File: src/rtl/decomp_dispatch.sv
// Decompression packet dispatcher: routes each packet to the engine named by
// its header mode, and returns engine output in strict packet order.
module decomp_dispatch #(
  parameter int DATA_W    = 64,
  parameter int NUM_ENG   = 3,
  parameter int SEL_W     = 2,
  parameter int ORD_DEPTH = 4,
  parameter int CNT_W     = 16
) (
  input  logic                      clk,
  input  logic                      rst_n,
  input  logic [DATA_W-1:0]         data_i,
  input  logic                      valid_i,
  input  logic                      sop_i,
  input  logic                      eop_i,
  output logic                      ready_o,
  output logic [DATA_W-1:0]         data_o,
  output logic                      valid_o,
  output logic                      sop_o,
  output logic                      eop_o,
  input  logic                      ready_i,
  output logic [NUM_ENG*DATA_W-1:0] eng_data_o,
  output logic [NUM_ENG-1:0]        eng_valid_o,
  output logic [NUM_ENG-1:0]        eng_sop_o,
  output logic [NUM_ENG-1:0]        eng_eop_o,
  input  logic [NUM_ENG-1:0]        eng_ready_i,
  input  logic [NUM_ENG*DATA_W-1:0] eng_data_i,
  input  logic [NUM_ENG-1:0]        eng_valid_i,
  input  logic [NUM_ENG-1:0]        eng_sop_i,
  input  logic [NUM_ENG-1:0]        eng_eop_i,
  output logic [NUM_ENG-1:0]        eng_ready_o,
  output logic [CNT_W-1:0]          pkt_cnt_o,
  output logic [CNT_W-1:0]          drop_cnt_o,
  output logic [CNT_W-1:0]          orphan_cnt_o,
  output logic                      busy_o
);

  localparam int IW = (NUM_ENG > 1) ? $clog2(NUM_ENG) : 1;
  localparam int AW = $clog2(ORD_DEPTH);

  typedef enum logic [1:0] {S_IDLE, S_ROUTE, S_DROP} state_t;

  state_t           r_state;
  logic [IW-1:0]    r_sel;
  logic [IW-1:0]    r_ord [ORD_DEPTH];
  logic [AW-1:0]    r_wr;
  logic [AW-1:0]    r_rd;
  logic [AW:0]      r_cnt;
  logic [CNT_W-1:0] r_pkt;
  logic [CNT_W-1:0] r_drop;
  logic [CNT_W-1:0] r_orph;

  logic [SEL_W-1:0]  w_mode;
  logic [IW-1:0]     w_mode_i;
  logic              w_mode_ok;
  logic              w_rdy;
  logic              w_hdr;
  logic              w_acc;
  logic              w_push;
  logic              w_pop;
  logic              w_full;
  logic              w_empty;
  logic [IW-1:0]     w_head;
  logic [NUM_ENG-1:0] w_ev;
  logic [DATA_W-1:0] w_ed [NUM_ENG];

  assign w_mode    = data_i[DATA_W-1 -: SEL_W];
  assign w_mode_i  = IW'(w_mode);
  assign w_mode_ok = {1'b0, w_mode} < (SEL_W+1)'(NUM_ENG);
  assign w_full    = r_cnt == (AW+1)'(ORD_DEPTH);
  assign w_empty   = r_cnt == '0;
  assign w_head    = r_ord[r_rd];

  always_comb begin
    w_rdy = 1'b0;
    w_hdr = 1'b0;
    w_ev  = '0;
    unique case (r_state)
      S_IDLE: begin
        if (valid_i) begin
          if (sop_i && w_mode_ok) begin
            w_ev[w_mode_i] = 1'b1;
            w_rdy = eng_ready_i[w_mode_i] & ~w_full;
            w_hdr = 1'b1;
          end else begin
            w_rdy = 1'b1;
          end
        end
      end
      S_ROUTE: begin
        w_ev[r_sel] = valid_i;
        w_rdy       = eng_ready_i[r_sel];
      end
      S_DROP:  w_rdy = 1'b1;
      default: w_rdy = 1'b0;
    endcase
  end

  assign w_acc  = valid_i & w_rdy;
  assign w_push = w_acc & w_hdr;
  assign w_pop  = ~w_empty & eng_valid_i[w_head] & ready_i
                & eng_eop_i[w_head];

  for (genvar g = 0; g < NUM_ENG; g++) begin : g_eng
    assign w_ed[g] = eng_data_i[g*DATA_W +: DATA_W];
    assign eng_data_o[g*DATA_W +: DATA_W] = data_i;
    assign eng_ready_o[g] = rst_n & ~w_empty & ready_i
                          & (w_head == IW'(g));
  end

  assign eng_sop_o   = {NUM_ENG{sop_i}};
  assign eng_eop_o   = {NUM_ENG{eop_i}};
  assign eng_valid_o = {NUM_ENG{rst_n}} & w_ev;
  assign ready_o     = rst_n & w_rdy;

  assign data_o  = w_ed[w_head];
  assign sop_o   = eng_sop_i[w_head];
  assign eop_o   = eng_eop_i[w_head];
  assign valid_o = rst_n & ~w_empty & eng_valid_i[w_head];

  assign pkt_cnt_o    = r_pkt;
  assign drop_cnt_o   = r_drop;
  assign orphan_cnt_o = r_orph;
  assign busy_o       = (r_state != S_IDLE) | ~w_empty;

  always_ff @(posedge clk) begin
    if (!rst_n) begin
      r_state <= S_IDLE;
      r_sel   <= '0;
      r_wr    <= '0;
      r_rd    <= '0;
      r_cnt   <= '0;
      r_pkt   <= '0;
      r_drop  <= '0;
      r_orph  <= '0;
    end else begin
      if (w_push) begin
        r_ord[r_wr] <= w_mode_i;
        r_wr        <= r_wr + 1'b1;
      end
      if (w_pop) r_rd <= r_rd + 1'b1;
      if (w_push && !w_pop)      r_cnt <= r_cnt + 1'b1;
      else if (!w_push && w_pop) r_cnt <= r_cnt - 1'b1;
      unique case (r_state)
        S_IDLE: begin
          if (w_acc) begin
            if (!sop_i) begin
              if (r_orph != '1) r_orph <= r_orph + 1'b1;
            end else if (w_mode_ok) begin
              r_sel <= w_mode_i;
              if (r_pkt != '1) r_pkt <= r_pkt + 1'b1;
              if (!eop_i) r_state <= S_ROUTE;
            end else begin
              if (r_drop != '1) r_drop <= r_drop + 1'b1;
              if (!eop_i) r_state <= S_DROP;
            end
          end
        end
        S_ROUTE, S_DROP: if (w_acc && eop_i) r_state <= S_IDLE;
        default: r_state <= S_IDLE;
      endcase
    end
  end

endmodule

File: config.mk
export PLATFORM = sky130hd
export DESIGN_NAME = decomp_dispatch
export DESIGN_NICKNAME = d
export VERILOG_FILES = /design/src/rtl/decomp_dispatch.sv
export SDC_FILE = /design/constraint.sdc
export NUM_CORES = 1
export LEC_CHECK = 0
export BUFFER_PORTS_ARGS = -buffer_cell sky130_fd_sc_hd__buf_2
export CAP_MARGIN = 20
export CORE_AREA = 2 2 230 232
export DETAILED_ROUTE_END_ITERATION = 16
export DIE_AREA = 0 0 232 234
export GPL_ROUTABILITY_DRIVEN = 0
export PLACE_DENSITY_LB_ADDON = 0.05
export SLEW_MARGIN = 20
export SYNTH_ARGS = -nofsm -noshare
export SYNTH_HDL_FRONTEND = slang
export SYNTH_SLANG_ARGS = --single-unit
export TNS_END_PERCENT = 1
File: constraint.sdc
create_clock -name clk -period 7.5 [get_ports clk]
set_input_delay 0.75 -clock clk [delete_from_list [all_inputs] [get_ports clk]]
set_output_delay 0.75 -clock clk [all_outputs]
set_load 0.03 [all_outputs]
==> metrics.cfg <==
[status]
status=complete, no violations

[global_routing]
grt_usage_pct=11.7
grt_max_degree=65
gr-total-overflow=0
grt_pass1_vias=6159
antenna_found_initial=7
grt_pass1_wl_mm=45.6

[cells_and_area]
syn_to_final_growth_pct=20.9
drive_above_1_share_pct=39.7
final_area_mm2=0.00763
nets=1231

[worst_setup_path]
start_kind=register
cp.required_ns=6.75
worstSetupPathType=reg -> out
path_cells=mux4_4 -> nor2b_4 -> buf_4 -> nand2_1 -> o21ai_0 -> buf_2
slowest_stage=mux4_4
arrival_ns=3.05
worst-r2r-cell-count=10
critical-path-max-stage-delay_ns=0.87
critPathMaxFanout=64
crit_path_end_kind=primary output

[floorplan]
core-area_mm2=0.0520
initial_core_util_pct=12.1
die_x_um=232
die_h_um=234
die-area_mm2=0.0543
io-pin-count=595
row_count=84

[logic_synthesis]
yosysUniqueCellTypes=52
syn_nets=1103
ys_warn_count=0
synth_common_cells=buf_4 (198), nand2_1 (94), o21ai_0 (84)
synthArstFlopShare_pct=0
ys_ff_latch=69
ys_seq_area_share_pct=23.2
synth_cells=816
synth-main-ff-cell=dfxtp_1
synth.most_common_cell=buf_4
avgSynthCellArea_um2=7.73
yosysTopAreaCell=buf_4
synth_area_mm2=0.00631
synth_top_area_share_pct=23.6
synth_edf_count=8
ys_top_cells_by_area=buf_4 (24%), dfxtp_1 (19%), mux2i_1 (12%), o21ai_0 (6.7%), nand2_1 (5.6%)

[timing]
final_hold_viol_count=0
post-route-period-util_pct=50.6
slew_viol_final=0
clock_skew_ns=0.00906
setup_viol=0
rsz0062_at_grt=false
finalSetupTns_ns=0
period_needed_ns=3.80
relSlewSlack_pct=31.8
tightest_slew_ns=1.02
fmax_ghz=0.263

[pwr]
vdd_drop_max_mv=0.120
power_leakage_nw=3.39
cellPowerDensity_mw_per_mm2=141

[drt]
antenna_left=0
via_count=6068
detail_route.vias_per_cell=3.71
drt_iter0_drc=176
drcViolationCount=0
drtPass1Iterations=6
routed_wl_mm=33.5
avgRoutedWirePerCell_um=20.5

[clock_network]
postCtsSetupBuffers=0
cts_resized=0
clk_pin_slew_ns=0.06
ctsHtreeMaxLevel=3
cts_tree=done
cts_buffers=9
clkLatencyLatePin_ns=0.36
cts_buffer_depth=2
cts_hold_buf=0
cts-root-buf=clkbuf_16
cts_sinks=69

[min_path]
min_path_cells=2
hold_class=reg -> reg

[placed_design]
io_buffers=346
dp_hpwl_mm=27.2
postPlaceCellArea_mm2=0.00733

[run]
max-cap-violations=0

==> sequential cells by signal, summed over array words and instances (netlist names), 3 cells and up, named ones only <==
name          cells
r_cnt             3
pkt_cnt_o        16
orphan_cnt_o     16
r_ord             8
drop_cnt_o       16
==> routing by layer <==
metal  track usage (%)  share of wire, %  vias to the layer above  wire length (µm)
li1                  -                 -                     2889                 -
met1              12.8                39                     2743             13000
met2              19.2                47                      397             15600
met3              7.20                13                       31              4460
met4              2.18              0.88                        8               294
met5              1.43              0.33                        -               109
==> cells in the final DEF (no fill, tap or decap), drive strengths merged, types with 2 or more instances in the layout <==
cell type	n
buf	351
nand2	95
o21ai	84
mux2i	75
dfxtp	61
nor2	39
nand3	26
a21oi	25
nand4	18
or3	14
xor2	14
xnor2	12
ha	12
clkbuf	12
inv	11
and3	10
nor3	9
nor4	9
nand2b	8
edfxtp	8
or4	7
o31ai	6
and4	3
and2	3
nor3b	3
nor2b	3
o21a	2
o211ai	2
a211oi	2
a41oi	2
o2bb2ai	2
mux4	2
==> through the flow <==
step / hold WS (ns) / cells / utilization, % / setup WS [ns] / total power [mW]
floorplan: 0.459 / 816 / - / 4.35 / 0.707
global placement: 0.503 / 1621 / 14.1 / 3.90 / 0.649
detailed placement: 0.488 / 1621 / 14.1 / 3.85 / 0.646
CTS: 0.498 / 1635 / 14.6 / 3.56 / 1.12
global route: 0.512 / 1635 / 14.7 / 3.48 / 1.14
finish: 0.493 / 1636 / 14.7 / 3.70 / 1.08
==> critical path: cells and delay by family (launching register included) <==
| kind | cells | cell delay, ns |
|---|---|---|
| AOI/OAI and AO/OA | 1 | 0.11 |
| and+or+nand+nor | 2 | 0.42 |
| DFF | 1 | 0.37 |
| buffers and inverters | 2 | 0.84 |
| muxes | 1 | 0.87 |
==> power breakdown <==
group / internal (mW) / leakage, nW / switching [mW]
clock: 0.272 / 0.145 / 0.178
sequential: 0.377 / 0.564 / 0.00461
combinational: 0.0897 / 2.68 / 0.158
==> cell families after synthesis <==
logic type | share of synthesized area (%)
AOI/OAI and AO/OA | 11.8
xor gates and xnor gates | 3.61
adders and majority gates | 2.70
buffers and inverters | 26.5
DFF | 23.2
muxes | 12.6
and+or+nand+nor | 19.7
==> path summary, 6_finish.rpt <==
check	from	endpoint	slack (ns)
max	register	data_o[3]	3.70
min	pkt_cnt_o[6]	pkt_cnt_o[6]	0.49
max reg2reg	register	r_cnt[2]	4.08
min reg2reg	pkt_cnt_o[6]	pkt_cnt_o[6]	0.49
==> final cells by class <==
type | instances | area [µm²]
Inverter | 11 | 41.3
Antenna cell | 1 | 2.50
Timing Repair Buffer | 351 | 1770
Fill cell | 6068 | 44400
Clock buffer | 12 | 256
Sequential cell | 69 | 1460
Multi-Input combinational cell | 502 | 3200
Clock inverter | 2 | 35.0
Tap cell | 688 | 861
Power figures use the tool's default switching activity.
